`src/rtl/sec32_pkg.sv`:
```
// Shared constants, code-column table and encoder for the 32-bit SEC corrector.
package sec32_pkg;

  localparam int unsigned DATA_W = 32;
  localparam int unsigned CHK_W  = 8;

  // Column j: bit (j mod 4) plus one nibble-4 bit (groups 0-3) or three nibble-4 bits (groups 4-7)
  localparam logic [CHK_W-1:0] COL [0:DATA_W-1] = '{
    8'h11, 8'h12, 8'h14, 8'h18,
    8'h21, 8'h22, 8'h24, 8'h28,
    8'h41, 8'h42, 8'h44, 8'h48,
    8'h81, 8'h82, 8'h84, 8'h88,
    8'hE1, 8'hE2, 8'hE4, 8'hE8,
    8'hD1, 8'hD2, 8'hD4, 8'hD8,
    8'hB1, 8'hB2, 8'hB4, 8'hB8,
    8'h71, 8'h72, 8'h74, 8'h78
  };

  // Row parities of din; the check value that yields a zero syndrome.
  function automatic logic [CHK_W-1:0] sec32_encode(input logic [DATA_W-1:0] din);
    logic [CHK_W-1:0] p;
    p = '0;
    for (int j = 0; j < int'(DATA_W); j++) begin
      if (din[j]) p = p ^ COL[j];
    end
    return p;
  endfunction

endpackage

```
`src/rtl/sec32_syndrome.sv`:
```
// Combinational syndrome: received check bits XOR recomputed row parities.
module sec32_syndrome
  import sec32_pkg::*;
(
  input  logic [DATA_W-1:0] din,
  input  logic [CHK_W-1:0]  chk,
  output logic [CHK_W-1:0]  s
);

  always_comb begin
    s = chk ^ sec32_encode(din);
  end

endmodule

```
`src/rtl/sec32_corrector.sv`:
```
// Registered 32-bit single-error corrector: syndrome decode, one-bit flip, output register.
module sec32_corrector
  import sec32_pkg::*;
(
  input  logic              clk,
  input  logic              rst,
  input  logic [DATA_W-1:0] din,
  input  logic [CHK_W-1:0]  chk,
  input  logic              en,
  output logic [DATA_W-1:0] dout
);

  logic [CHK_W-1:0]  s;
  logic [DATA_W-1:0] flip;

  sec32_syndrome u_syndrome (
    .din (din),
    .chk (chk),
    .s   (s)
  );

  // Columns are distinct and nonzero, so at most one flip bit is set.
  always_comb begin
    flip = '0;
    for (int j = 0; j < int'(DATA_W); j++) begin
      flip[j] = en && (s == COL[j]);
    end
  end

  always_ff @(posedge clk or posedge rst) begin
    if (rst) dout <= '0;
    else     dout <= din ^ flip;
  end

endmodule

```
`config.mk`:
```
export PLATFORM = sky130hd
export DESIGN_NAME = sec32_corrector
export DESIGN_NICKNAME = d
export VERILOG_FILES = /design/src/rtl/sec32_pkg.sv /design/src/rtl/sec32_syndrome.sv /design/src/rtl/sec32_corrector.sv
export SDC_FILE = /design/constraint.sdc
export NUM_CORES = 1
export LEC_CHECK = 0
export ABC_AREA = 1
export BUFFER_PORTS_ARGS = -buffer_cell sky130_fd_sc_hd__clkbuf_2
export CORE_MARGIN = 2
export CORE_UTILIZATION = 44
export DETAILED_ROUTE_END_ITERATION = 7
export PLACE_DENSITY_LB_ADDON = 0.2
export SLEW_MARGIN = 20
export SYNTH_ARGS = -nofsm -noshare
export SYNTH_HDL_FRONTEND = slang
export SYNTH_SLANG_ARGS = --single-unit
```
`constraint.sdc`:
```
create_clock -name clk -period 0.9 [get_ports clk]
set_clock_uncertainty 0.05 [all_clocks]
set_input_delay 0.045 -clock clk [delete_from_list [all_inputs] [get_ports clk]]
set_output_delay 0.045 -clock clk [all_outputs]
set_load 0.05 [all_outputs]
```
* After elaboration in Yosys (flattened, before gate mapping)
Index checks and enable logic that the tools add are counted.
** Cells by class
- Multiply operators :: 0
- Eq/ne operators :: 32
- Reduce and logical (&&, ||, !) cells :: 32
- Mux-type cells :: 32
- Order comparisons :: 0
- Shift-type cells :: 0
- Add/subtract/negate cells :: 0
- Div/mod/pow operators :: 0
- Bitwise gates (word level) :: 33
** Operator list (number)
- $eq 8x8->1 const B :: 16
- $mux 8 :: 16
- $eq 8x7->1 const B :: 8
- $not 4->4 :: 16
- $mux 7 :: 8
- $eq 8x5->1 const B :: 4
- $eq 8x6->1 const B :: 4
- $logic_and 1x1->1 :: 32
- $xor 32x32->32 :: 1
- $mux 6 :: 4
- $not 2->2 :: 12
- $mux 5 :: 4
- $xor 8x8->8 :: 1
- $not 1->2 :: 3
** Storage, ports and cells
- Memories :: 0
- Bits in registers :: 32
- Bits of input ports :: 43
- Bits in read-only memories :: 0
- Bits in writable memories :: 0
- Output and inout port bits :: 32
- Latch bits :: 0

* Depth between registers and ports, before layout
Gate-level depths: netlist (run 1).
- Word-level depth :: 67
- Mapped depth :: 18
- Depth with buffers taken out :: 17

* By module
From an unflattened synthesis (run 1), not the netlist that was laid out.
** Second synthesis, totals
- Cells, all modules :: 504
- Area, all modules :: 3193.1 um2
** Modules (own cells, without submodules)
- sec32_corrector :: sequential area each 800.8 um2, instances 1, cells each 233, area each 1762.9 um2
- sec32_syndrome :: sequential area each 0.0 um2, instances 1, cells each 271, area each 1430.1 um2

* Worst setup path after synthesis (run 1)
Ideal clock, no wire load.
- Path type :: input port to flip-flop
- Start :: input din[29]
- End :: register dout[19]
- Data required time :: 0.733 ns
- Setup time :: 0.117 ns
- Arrival time :: 1.368 ns
- Path buffers :: 2
- Stages on the path :: 17
- Slack :: -0.635 ns
- Cells stage by stage :: buf_2 > inv_2 > nand2_1 > nand2_1 > nand2_1 > nand2_1 > nand2_1 > nand3_1 > nand2_1 > nand2_2 > nand2_4 > inv_2 > a21oi_4 > buf_6 > nand3_1 > nand2_1 > nand2_1
** Between the ends
- Word-level cells in the longest chain between the ends :: 9
** Ends and longest elaborated chain
- from (decl) :: RTL line sec32_corrector.sv:7 : input logic [DATA_W-1:0] din,
- $mux 7 (*) :: RTL line sec32_pkg.sv:24 : if (din[j]) p = p ^ COL[j];
- $not 4->4 (no line)
- $mux 7 (*) :: RTL line sec32_pkg.sv:24
- $not 4->4 (no line)
- $mux 7 (*) :: RTL line sec32_pkg.sv:24
- $xor 8x8->8 (*) :: RTL line sec32_syndrome.sv:11 : s = chk ^ sec32_encode(din);
- $eq 8x8->1 (*) :: RTL line sec32_corrector.sv:26 : flip[j] = en && (s == COL[j]);
- $logic_and 1x1->1 (*) :: RTL line sec32_corrector.sv:26
- $xor 32x32->32 (*) :: RTL line sec32_corrector.sv:32 : else dout <= din ^ flip;
- to (signal assigned) :: RTL line sec32_corrector.sv:32
- to (decl) :: RTL line sec32_corrector.sv:10 : output logic [DATA_W-1:0] dout
Every way passes the cells marked *; elsewhere a longest branch is shown, timed or not.

* Final worst setup path (run 1)
- Start :: input din[14]
- End :: register dout[13]
** Between the ends
- Word-level cells in the longest chain between the ends :: 31
- Elaborated cells on any way between the ends :: 36
- Classes of those cells :: 1 x eq/ne; 18 x mux; 16 x bitwise; 1 x reduce/logical
** Ends and longest elaborated chain (RTL line)
- $mux 8 (*) :: sec32_pkg.sv:24
- $not 2->2 (no line)
- $mux 8 (*) :: sec32_pkg.sv:24
- $not 4->4 (no line)
- $mux 8 (*) :: sec32_pkg.sv:24
- $not 4->4 (no line)
- $mux 8 (*) :: sec32_pkg.sv:24
- $not 4->4 (no line)
- (+15 left out)
- $not 4->4 (no line)
- $mux 8 (*) :: sec32_pkg.sv:24
- $not 4->4 (no line)
- $mux 8 (*) :: sec32_pkg.sv:24
- $xor 8x8->8 (*) :: sec32_syndrome.sv:11
- $eq 8x8->1 (*) :: sec32_corrector.sv:26
- $logic_and 1x1->1 (*) :: sec32_corrector.sv:26
- $xor 32x32->32 (*) :: sec32_corrector.sv:32
Marks and branches as above.

==> results.py, run 1 <==
metrics = {
    "global_routing": {
        "grt_max_degree": 33,
        "track_usage_pct": 34.6,
        "gr-total-overflow": 0,
        "grt_pass1_wl_mm": 22.3,
        "grt_pass1_vias": 4426,
        "antenna_found_initial": 1,
    },
    "pwr": {
        "seq_power_share_pct": 19.0,
        "p_int_uw": 4280,
        "p_clk_share_pct": 14.7,
        "power_density_nw_per_um2": 1250,
        "irDropWorstVdd_uv": 809,
        "swShare_pct": 48.9,
        "p_comb_share_pct": 66.3,
        "p_leak_uw": 0.00339,
        "power_switching_uw": 4100,
    },
    "setup_path": {
        "crit_family": "simple AND/OR/NAND/NOR gates",
        "cp.required_ns": 1.02,
        "crit_path_end_kind": "register",
        "crit_slowest_cell": "nand2_4",
        "crit_fanout": 7,
        "critPathMaxStageDelay_ns": 0.22,
        "path_cells": "buf_4, buf_4, nand2_2, nand2_1, nand2_2, nand2_1, nand2_1, nand2_2, inv_2, nand3_2, nand2_4, nand2_4, nor2_4, buf_12, nand2_2, nand2_1, nand2_1",
        "cp-start-kind": "input port",
        "arrival_ns": 2.06,
        "path_buf_inv": 4,
        "setup.worst_path.start": "din[14]",
        "crit_top_cell": "nand2_1",
        "path_class": "input port to register",
    },
    "worst_hold_path": {
        "holdCritPathClass": "input port to register",
        "hp-start": "din[3]",
    },
    "layout": {
        "drive_above_1_share_pct": 62.8,
        "final_util_pct": 92.6,
        "nets": 765,
        "largest-register": "dout",
        "fin_area_um2": 6680,
        "area_growth_pct": 105,
        "largestRegisters": "dout (32)",
        "antenna_cells": 0,
        "largest_reg_flops": 32,
    },
    "drt": {
        "viasPerCell": 6.49,
        "drt-initial-drc-count": 911,
        "drtAntennaViolNets": 0,
        "wire_per_inst_um": 25.1,
        "first_pass_iters": 8,
        "wl_mm": 20.6,
        "post-route-drc-count": 0,
        "vias": 5331,
    },
    "synthesis": {
        "synth-simple-area-share_pct": 54.4,
        "synth-seq-area-share_pct": 24.5,
        "synth_top_area_cell": "nand2_1",
        "synth_compound_area_share_pct": 1.15,
        "synthArstFlopShare_pct": 100,
        "synth.area.mux_share_pct": 0,
        "ys_seq_elements": 32,
        "yosys.area.top_type_share_pct": 30.8,
        "syn-mean-instance-area_um2": 5.92,
        "yosys-top-cells-count": "268 x nand2_1, 68 x nand3_1, 55 x inv_1, 32 x dfrtp_1, 19 x nand4_1",
        "synth_xor_area_share_pct": 7.51,
        "synth_fp_nets": 594,
        "synth_edf_count": 0,
        "synthFlopType": "dfrtp_1",
        "synth_top_family_by_area": "simple AND/OR/NAND/NOR gates",
        "synthTopCellsByArea": "nand2_1 31%, dfrtp_1 25%, nand3_1 10%, inv_1 6.3%, xor2_1 4.0%",
        "yosysWarningCount": 0,
        "yosysMostFrequentCell": "nand2_1",
        "synth_fa_ha_area_share_pct": 0,
        "synthCells": 551,
        "netlist_area_um2": 3260,
        "yosysUniqueCellTypes": 21,
    },
    "timing": {
        "post-route-min-period_ns": 1.94,
        "slew_headroom_pct": 77.0,
        "tns_ns": -30.28,
        "layout_setup_ws_ns": -1.04,
        "setup_viol": 64,
        "fmax_ghz": 0.514,
        "fin_crit_sh_pct": 216,
        "hold_violations": 0,
        "slew_violations": 0,
        "worst_pin_slew_ns": 0.344,
        "rsz0062_at_grt": "true",
    },
    "die": {
        "fp.dieW_um": 90.1,
        "coreArea_um2": 7210,
        "row_count": 31,
        "ios": 75,
        "design.die.area_um2": 8120,
        "die_h_um": 90.1,
        "start_util_pct": 45.2,
    },
    "clock_tree": {
        "clockBufferDepth": 2,
        "tritoncts": "built",
        "cts_sinks": 32,
        "cts_root_buf": "clkbuf_8",
        "htreeDepth": 2,
        "clkTransAtPathRegs_ns": 0.09,
        "cts_inserted_buffers": 5,
    },
    "outcome": {
        "failed_checks": "setup timing",
        "status": "finished with violations",
    },
    "placement": {
        "io_buffers": 74,
        "gp_congestion": 0.972,
        "place_area_um2": 4290,
        "dp_hpwl_mm": 8.56,
        "dpl_worst_slack_ns": -1.04,
    },
    "flow_run": {
        "max_cap_violations": 0,
    },
}
## cell usage in the layout, fill, tap and decap left out, types with 2 or more instances in the layout
cell type,instances
inv_8,4
xor2_1,9
clkinv_8,3
nand2_1,126
clkbuf_1,2
xor2_4,2
dfrtp_1,32
xor2_2,4
nand3b_1,8
xnor2_2,4
clkbuf_16,10
clkbuf_8,17
buf_6,24
buf_4,63
inv_6,4
a21oi_4,2
nor2_2,4
nand3_4,11
xnor2_1,8
buf_8,35
nand2_2,106
nand3_2,36
nand2_4,42
dlygate4sd3_1,12
clkbuf_2,12
nor2_4,15
buf_12,14
nand3_1,25
nor2_1,3
inv_1,25
inv_2,26
nand4_1,19
inv_4,9
clkbuf_4,2
## final cells by class
| cell class | instances | area [um2] |
|---|---|---|
| repair buffers | 184 | 2170 |
| inverters | 71 | 377 |
| flip-flops and latches | 32 | 801 |
| clock buffers | 8 | 90.1 |
| fillers | 238 | 534 |
| well taps | 99 | 124 |
| multi-input cells | 428 | 3120 |
## repair_timing
item                                    in CTS  in global routing
resized for setup                          253                254
hold buffers                                11                  1
endpoints found under the setup margin      64                 64
pin swaps                                   92                111
endpoints found under the hold margin       42                  1
buffers inserted                            20                 12
gates cloned                                 5                  1
## tightest hold or removal path, cell delays in order
cell and delay [ns]:
buf_6 0.11, nand3b_1 0.11, nand2_1 0.07
## path summary, 6_finish.rpt
| path | endpoint | slack (ns) | cells after the start |
|---|---|---|---|
| worst max-delay path | dout[13] | -1.04 | 17 |
| max in group asynchronous | dout[25] | 0.28 | 4 |
| worst min-delay path | dout[3] | 0.02 | 3 |
| min in group asynchronous | dout[30] | 0.33 | 4 |
## power groups by stage
stage	registers [uW]	clock network [uW]	logic (uW)
after CTS	1560	1170	4390
after detailed placement	1570	0	3180
final	1590	1230	5560
after global routing	1590	1270	5670
after global placement	1570	0	3110
after floorplan	1870	0	1930
## stage by stage
stage | total power [uW] | hold WS [ns] | instances
floorplan | 3800 | 0.105 | 551
finish | 8380 | 0.0231 | 822
detailed placement | 4750 | 0.0295 | 766
global route | 8530 | 0.0289 | 822
global placement | 4680 | 0.0230 | 766
CTS | 7110 | 0.00648 | 810
## cell families (layout without fill, tap and decap cells)
group / after synthesis / in the layout
simple gates: 397 / 397
flops: 32 / 32
xor+xnor: 28 / 28
compound gates: 3 / 3
buf+inv: 91 / 263
## metal layers
layer / GRT usage, % / share of wire [%] / vias to the layer above
li1: - / - / 2048
met3: 4.69 / 12 / 242
met4: 19.0 / 11 / 0
met2: 60.5 / 46 / 596
met1: 40.8 / 32 / 2445
met5: 0 / 0 / -
(Power assumes the default switching activity.)
==> run 2: changes to the inputs <==
--- a/config.mk
+++ b/config.mk
@@ -10,6 +10,7 @@
 export CORE_MARGIN = 2
 export CORE_UTILIZATION = 44
 export DETAILED_ROUTE_END_ITERATION = 7
+export MAX_ROUTING_LAYER = met4
 export PLACE_DENSITY_LB_ADDON = 0.2
 export SLEW_MARGIN = 20
 export SYNTH_ARGS = -nofsm -noshare
==> results.py, run 2 (synthesis gave the netlist of run 1 again) <==
metrics = {
    "outcome": {
        "status": "finished with violations",
        "failed_checks": "DRC, hold timing, setup timing",
    },
    "pwr": {
        "irDropWorstVdd_uv": 943,
        "power_density_nw_per_um2": 1220,
        "p_leak_uw": 0.00318,
        "swShare_pct": 46.9,
        "p_clk_share_pct": 14.2,
        "p_comb_share_pct": 65.0,
        "seq_power_share_pct": 20.7,
        "power_switching_uw": 3580,
        "total_power_uw": 7620,
        "p_int_uw": 4040,
    },
    "layout": {
        "layout_common_cells": "162 x nand2_1, 89 x nand2_2, 55 x buf_4",
        "nets": 752,
        "fill_cells": 386,
        "largest-register": "dout",
        "register_area_um2": 801,
        "antenna_cells": 0,
        "final_common_cell": "nand2_1",
        "multi_input_area_um2": 2890,
        "drive_above_1_share_pct": 55.7,
        "area_growth_pct": 91.1,
        "largestRegisters": "dout (32)",
        "largest_reg_flops": 32,
    },
    "timing": {
        "fmax_ghz": 0.592,
        "layout_setup_ws_ns": -0.789,
        "fin_crit_sh_pct": 188,
        "slew_violations": 0,
        "setup_viol": 64,
        "slew_headroom_pct": 82.3,
        "post-route-min-period_ns": 1.69,
        "worst_pin_slew_ns": 0.264,
        "whs_ns": -0.0280,
        "hold_violations": 1,
        "rsz0062_at_grt": "true",
    },
    "global_routing": {
        "grt_pass1_vias": 4117,
        "gr-total-overflow": 0,
        "grt_max_degree": 33,
        "track_usage_pct": 32.1,
        "grt_pass1_wl_mm": 20.1,
        "antenna_found_initial": 0,
    },
    "drt": {
        "post-route-drc-count": 1,
        "drtAntennaViolNets": 0,
        "drt-initial-drc-count": 490,
        "first_pass_iters": 8,
        "wire_per_inst_um": 18.6,
        "viasPerCell": 5.71,
        "vias": 4616,
        "wl_mm": 15.0,
    },
    "clock_tree": {
        "cts_sinks": 32,
        "htreeDepth": 2,
        "clockBufferDepth": 2,
        "clkTransAtPathRegs_ns": 0.07,
        "cts_inserted_buffers": 5,
        "cts_root_buf": "clkbuf_8",
        "tritoncts": "built",
    },
    "die": {
        "start_util_pct": 45.2,
        "coreArea_um2": 7210,
        "ios": 75,
        "die_h_um": 90.1,
        "design.die.area_um2": 8120,
        "row_count": 31,
        "fp.dieW_um": 90.1,
    },
    "setup_path": {
        "crit_fanout": 5,
        "path_class": "input port to register",
        "cp-start-kind": "input port",
        "arrival_ns": 1.83,
        "cp.required_ns": 1.04,
        "crit_path_end_kind": "register",
    },
    "worst_hold_path": {
        "holdCritPathClass": "input port to register",
    },
    "placement": {
        "dp_hpwl_mm": 8.53,
        "io_buffers": 74,
        "gp_congestion": 0.977,
    },
    "flow_run": {
        "max_cap_violations": 0,
    },
}
[run 2: worst paths after layout]
check / end / depth (start not counted) / startpoint
max in group asynchronous: dout[11] / 4 / rst
setup / recovery: dout[0] / 15 / din[12]
hold / removal: dout[16] / 3 / din[16]
min in group asynchronous: dout[31] / 4 / rst
[run 2: repair_timing]
action,CTS,global route
setup buffers,13,10
hold buffers,9,0
gates cloned,4,1
hold endpoints to repair,41,0
setup endpoints to repair,64,64
pin swaps,84,84
resized for setup,246,162
[run 2: final cells by class]
type | instances | area share [%]
clock buffers | 6 | 1.16
clock inverters | 1 | 0.0802
inverters | 71 | 5.67
multi-input cells | 428 | 46.2
flip-flops and latches | 32 | 12.8
well taps | 99 | 1.99
repair buffers | 171 | 32.0
[run 2: layer usage]
metal | GRT usage, % | share of wire, % | up-vias
li1 | - | - | 2020
met1 | 38.2 | 37 | 2175
met2 | 52.8 | 48 | 311
met3 | 5.62 | 9.3 | 110
met4 | 15.5 | 6.5 | 0
met5 | - | 0 | -
[run 2: power groups by stage]
stage | sequential, uW | clock, uW | combinational, uW
3_5_place_dp | 1570 | 0 | 3190
5_1_grt | 1590 | 1120 | 5160
4_1_cts | 1560 | 1040 | 4210
2_1_floorplan | 1870 | 0 | 1930
6_report | 1580 | 1080 | 4960
3_3_place_gp | 1570 | 0 | 3130
[run 2: critical path, cell delays in order]
cell and delay [ns]:
clkbuf_4 0.17, inv_2 0.09, nand2_2 0.10, nand3_1 0.17
nand2_2 0.09, nand3b_1 0.24, nand2_2 0.13, nand2_1 0.07
nand2_2 0.14, nand2_4 0.11, nor2_4 0.17, buf_6 0.14
nand2_1 0.05, nand2_1 0.05, nand2_1 0.04
[run 2: per-stage QoR]
step	instance area, um2	TNS, ns	cells	setup WS, ns	util (%)
finish	6240	-23.60	808	-0.789	86.5
global route	6240	-24.93	808	-0.804	86.5
CTS	5690	-17.50	800	-0.564	78.9
detailed placement	4300	-29.82	767	-1.01	59.6
global placement	4300	-28.84	767	-0.988	59.6
floorplan	3490	-17.49	551	-0.594	-
